==> src/rtl/sc_pkg.sv <==
// Shared definitions for the stochastic-computing blocks (SNG encoder, sn_to_bn decoder).
package sc_pkg;

  localparam int SC_UNIPOLAR = 0;
  localparam int SC_BIPOLAR  = 1;

  typedef enum logic {
    S2B_IDLE  = 1'b0,
    S2B_COUNT = 1'b1
  } s2b_state_e;

  // Window length for a W-bit value.
  function automatic int sc_n(input int w);
    return 1 << w;
  endfunction

  function automatic int sc_umax(input int w);
    return (1 << w) - 1;
  endfunction

  function automatic int sc_smax(input int w);
    return (1 << (w - 1)) - 1;
  endfunction

  function automatic int sc_smin(input int w);
    return -(1 << (w - 1));
  endfunction

endpackage

==> src/rtl/sn_window_counter.sv <==
// Ones counter and sample counter for one decode window, with look-ahead
// values that include the sample being taken this cycle.
module sn_window_counter
  import sc_pkg::*;
#(
  parameter int W = 4
) (
  input  logic         i_clk,
  input  logic         i_rst,
  input  logic         i_clr,
  input  logic         i_en,
  input  logic         i_bit,
  output logic [W:0]   o_ones_inc,
  output logic [W:0]   o_cnt_inc,
  output logic         o_last
);

  localparam int N = sc_n(W);

  logic [W:0] ones_q, ones_d;
  logic [W:0] cnt_q, cnt_d;

  assign o_ones_inc = ones_q + {{W{1'b0}}, i_bit};
  assign o_cnt_inc  = cnt_q + (W+1)'(1);
  // The sample taken while this is high is the N-th of the window.
  assign o_last     = (cnt_q == (W+1)'(N - 1));

  always_comb begin
    ones_d = ones_q;
    cnt_d  = cnt_q;
    if (i_clr) begin
      ones_d = '0;
      cnt_d  = '0;
    end else if (i_en) begin
      ones_d = o_ones_inc;
      cnt_d  = o_cnt_inc;
    end
  end

  always_ff @(posedge i_clk) begin
    if (i_rst) begin
      ones_q <= '0;
      cnt_q  <= '0;
    end else begin
      ones_q <= ones_d;
      cnt_q  <= cnt_d;
    end
  end

endmodule

==> src/rtl/sn_to_bn.sv <==
// Stochastic-to-binary decoder: counts ones over a 2^W window (or until an
// early stop) and registers the unipolar or bipolar binary value.
module sn_to_bn
  import sc_pkg::*;
#(
  parameter int W       = 4,
  parameter int BIPOLAR = SC_UNIPOLAR
) (
  input  logic         i_clk_s2b,
  input  logic         i_rst_s2b,
  input  logic         i_sn_bit,
  input  logic         i_start_s2b,
  input  logic         i_stop_s2b,
  output logic [W-1:0] o_x_bn,
  output logic         o_valid_s2b,
  output logic         o_trunc_s2b,
  output logic [W:0]   o_len_s2b,
  output logic         o_busy_s2b
);

  localparam logic [W-1:0]        UMAX = W'(sc_umax(W));
  localparam logic signed [W+1:0] SMAX = (W+2)'(sc_smax(W));
  localparam logic signed [W+1:0] SMIN = (W+2)'(sc_smin(W));

  s2b_state_e state_q, state_d;
  logic       clr, en, fire, trunc;
  logic [W:0] ones_inc, cnt_inc;
  logic       last;

  logic [W-1:0]        x_uni, x_bip, x_d;
  logic signed [W+1:0] diff;

  logic [W-1:0] x_q;
  logic         valid_q, trunc_q;
  logic [W:0]   len_q;

  sn_window_counter #(.W(W)) u_cnt (
    .i_clk      (i_clk_s2b),
    .i_rst      (i_rst_s2b),
    .i_clr      (clr),
    .i_en       (en),
    .i_bit      (i_sn_bit),
    .o_ones_inc (ones_inc),
    .o_cnt_inc  (cnt_inc),
    .o_last     (last)
  );

  always_comb begin
    state_d = state_q;
    clr     = 1'b0;
    en      = 1'b0;
    fire    = 1'b0;
    trunc   = 1'b0;
    case (state_q)
      S2B_IDLE: begin
        if (i_start_s2b) begin
          state_d = S2B_COUNT;
          clr     = 1'b1;
        end
      end
      S2B_COUNT: begin
        // Restart wins over stop; the bit under the restart is dropped.
        if (i_start_s2b) begin
          clr = 1'b1;
        end else begin
          en = 1'b1;
          if (last) begin
            fire    = 1'b1;
            state_d = S2B_IDLE;
          end else if (i_stop_s2b) begin
            fire    = 1'b1;
            trunc   = 1'b1;
            state_d = S2B_IDLE;
          end
        end
      end
      default: state_d = S2B_IDLE;
    endcase
  end

  always_comb begin
    x_uni = (ones_inc > {1'b0, UMAX}) ? UMAX : ones_inc[W-1:0];
    // Offset by half the actual window length; short windows are not rescaled.
    diff  = $signed({1'b0, ones_inc}) - $signed({2'b00, cnt_inc[W:1]});
    if (diff > SMAX)      x_bip = SMAX[W-1:0];
    else if (diff < SMIN) x_bip = SMIN[W-1:0];
    else                  x_bip = diff[W-1:0];
    x_d = (BIPOLAR == SC_BIPOLAR) ? x_bip : x_uni;
  end

  always_ff @(posedge i_clk_s2b) begin
    if (i_rst_s2b) begin
      state_q <= S2B_IDLE;
      x_q     <= '0;
      valid_q <= 1'b0;
      trunc_q <= 1'b0;
      len_q   <= '0;
    end else begin
      state_q <= state_d;
      valid_q <= fire;
      if (fire) begin
        x_q     <= x_d;
        trunc_q <= trunc;
        len_q   <= cnt_inc;
      end
    end
  end

  assign o_x_bn      = x_q;
  assign o_valid_s2b = valid_q;
  assign o_trunc_s2b = trunc_q;
  assign o_len_s2b   = len_q;
  assign o_busy_s2b  = (state_q == S2B_COUNT);

endmodule

==> config.mk <==
export PLATFORM = sky130hd
export DESIGN_NAME = sn_to_bn
export DESIGN_NICKNAME = d
export VERILOG_FILES = /design/src/rtl/sc_pkg.sv /design/src/rtl/sn_window_counter.sv /design/src/rtl/sn_to_bn.sv
export SDC_FILE = /design/constraint.sdc
export NUM_CORES = 1
export LEC_CHECK = 0
export ABC_AREA = 1
export BUFFER_PORTS_ARGS = -buffer_cell sky130_fd_sc_hd__buf_2
export CORE_MARGIN = 1.5
export CORE_UTILIZATION = 57
export CTS_BUF_LIST = sky130_fd_sc_hd__clkbuf_4 sky130_fd_sc_hd__clkbuf_8
export CTS_CLUSTER_SIZE = 10
export DETAILED_ROUTE_END_ITERATION = 6
export PLACE_DENSITY_LB_ADDON = 0.1
export SYNTH_ARGS = -nofsm -noshare
export SYNTH_HDL_FRONTEND = slang
export SYNTH_SLANG_ARGS = --single-unit
==> constraint.sdc <==
create_clock -name i_clk_s2b -period 2 [get_ports i_clk_s2b]
set_input_delay 0.3 -clock i_clk_s2b [delete_from_list [all_inputs] [get_ports i_clk_s2b]]
set_output_delay 0.3 -clock i_clk_s2b [all_outputs]
set_load 0.01 [all_outputs]
==> run metrics <==
status finished, final reports clean; Avg Inst Size Synth 8.57 µm²; maximum VDD drop 373 µV; initial antenna violation count 0; Worst-Skew Late Latency 0.31 ns; # setup viols final 0; Clock Pin Slew Worst Setup and Hold Paths 0.12 ns; Reg power frac 58.3%; clock share of power 30.6%; crit share post-route 86.6%; Pint 0.602 mW; overall power 0.798 mW; yosys warns 0; worst min-delay path class in -> reg; RSZ-0062 raised after global routing false; Die X 45.1 µm; CTS Buffer Depth 2; Worst Max-Slew Pin Slew 0.234 ns; final WL 1740 µm; Setup CP Type reg -> reg; cell area after synthesis 1010 µm²; Worst Setup Start Kind register; Crit Path Max Fanout 11; top area cells in the synthesized netlist dfxtp_1 44%, nor2_1 7.1%, nand2_1 5.2%, ha_1 5.0%, a21oi_1 4.0%; Seq cells post-synth 22; Fin Hold WS 0.203 ns; layout cells sized above 1 23.4%; reg2reg path depth 9; Max-Cap Viols 0; CP endpoint o_x_bn[1]; DP HPWL 1350 µm; setup TNS 0 ns; Worst Path Arrival 1.95 ns; Clock Skews 0.00324 ns; nets@finish 147; Leakage 0.556 nW; Vias 774; H-tree levels 1; die height 45.1 µm; vias in the first global route 691; Final Wtd Congestion 0.825; Final ANT Viol Nets 0; most common cell after layout, fill and taps aside dfxtp_1; die area 2040 µm²; Critical Path RT 2.22 ns; Sink Count 22; final-layout fill cell count 147; reg2reg end o_x_bn[1]; RR Startpoint u_cnt.cnt_q[0]; combinational fraction of design power 11.1%; R2R Setup Slk 0.27 ns; TritonCTS clock tree built; Synth Instances 118; switching portion of total power 24.5%; initial cell density of the core 59.9%; antenna cells 0; worst setup path start u_cnt.cnt_q[0]; Yosys top cell by area dfxtp_1; clock root cell clkbuf_4; drt initial violations 8; Slew headroom 84.3%; largest net degree at the start of global routing 13; P&R area growth vs syn 11.3%; fin crit period 1.73 ns; core footprint 1690 µm²; first-pass GRT wire length 3040 µm; Port Buffers 16; post-synthesis sequential area ratio 43.6%; pwr dens 709 nW/µm²; io pins 17; number of buffers inserted by hold repair at cts 0; Max Slew Vio Count 0; DRC 0; mean routed wirelength per cell 11.3 µm; Pre-antenna DRT Iters 4; post_cts resized 0; most frequent cells in the layout 22 x dfxtp_1, 19 x nor2_1, 16 x buf_2, 14 x nand2_1, 10 x inv_1; NetSw 0.196 mW; total CTS buffers 3; total track usage 20.5%; number of cells after detailed placement 150; hold violation count in the final report 0; Syn Nets 127; Finished Layout Cells 154; element type at the critical path end register; row count 15; Vias/cell 5.03; distinct cell type count after synthesis 24; Post-CTS Setup Bufs 0; post-synth top area share 43.6%; maximum clock frequency 0.577 GHz; gr ovfl total 0
[layer usage]
| layer | global-route usage [%] | up-vias | wire length (µm) |
|---|---|---|---|
| li1 | - | 424 | - |
| met1 | 31.5 | 331 | 940 |
| met2 | 27.1 | 17 | 732 |
| met3 | 3.60 | 2 | 54 |
| met4 | 10.0 | 0 | 15 |
| met5 | 0 | - | 0 |
[kinds of logic (layout without fill, tap and decap cells)]
kind of cell / count (synthesis) / in the layout / synth area share, %
DFF: 22 / 22 / 43.6
AOI/OAI and AO/OA: 24 / 24 / 12.6
xor gates and xnor gates: 3 / 3 / 2.60
buffers and inverters: 16 / 35 / 11.4
adders and majority gates: 4 / 4 / 4.95
and+or+nand+nor: 49 / 49 / 24.9
[registers in the layout (all words and copies together) (netlist names)]
name / count
o_valid_s2b: 1
o_trunc_s2b: 1
o_len_s2b: 5
o_x_bn: 4
u_cnt.cnt_q: 5
u_cnt.ones_q: 5
o_busy_s2b: 1
[final cells by class]
class / count / area, µm² / area share (%)
clock buffers: 4 / 36.3 / 3.23
inverters: 14 / 83.8 / 7.45
repair buffers: 17 / 87.6 / 7.79
well taps: 17 / 21.3 / 1.89
flip-flops and latches: 22 / 440 / 39.2
multi-input cells: 80 / 455 / 40.5
[through the flow]
step           area (µm²)  setup slack (ns)  util [%]
2_1_floorplan        1010             0.507         -
3_3_place_gp         1090             0.366      64.4
3_5_place_dp         1090             0.295      64.4
4_1_cts              1120             0.271      66.6
5_1_grt              1120            0.0603      66.6
6_report             1120             0.267      66.6
[worst max-delay path: stages, from the launching register on]
cell and delay [ns]:
dfxtp_1 0.43, ha_1 0.22, nand2_1 0.07, nor2_1 0.11, ha_1 0.22, nor2_4 0.07
nor2_8 0.20, nand3_1 0.16, nor2_1 0.12, nor2_1 0.05
[Yosys cell counts]
cell type / instances
a21oi_1: 8
dfxtp_1: 22
o21ai_2: 1
o21ai_0: 6
clkinv_4: 1
inv_1: 10
buf_6: 1
inv_2: 2
bufinv_16: 1
nor2_2: 1
nand2_1: 14
nand3_1: 8
xor2_1: 1
nor2_1: 19
o21ai_1: 8
a21oi_2: 1
nor2_8: 1
ha_1: 4
buf_12: 1
nand2_8: 1
nand4_1: 3
xnor2_1: 2
nor2_4: 1
nand2_4: 1
[how the worst min path moves through the flow]
stage	cells after the start	start	slack, ns	end
after floorplan	1	i_rst_s2b	0.36	o_trunc_s2b
after global routing	2	i_rst_s2b	0.20	o_trunc_s2b
after global placement	2	o_trunc_s2b	0.45	o_trunc_s2b
after CTS	2	i_rst_s2b	0.20	o_trunc_s2b
after detailed placement	2	o_len_s2b[1]	0.46	o_len_s2b[1]
final	2	i_rst_s2b	0.20	o_trunc_s2b
[power by group through the flow]
stage | logic [mW] | registers, mW | clock network (mW)
4_1_cts | 0.0887 | 0.466 | 0.254
2_1_floorplan | 0.0639 | 0.476 | 0
3_5_place_dp | 0.0883 | 0.475 | 0
5_1_grt | 0.0981 | 0.468 | 0.269
3_3_place_gp | 0.0879 | 0.475 | 0
6_report | 0.0882 | 0.465 | 0.244
Note: power is estimated with default switching activity, not from simulation.
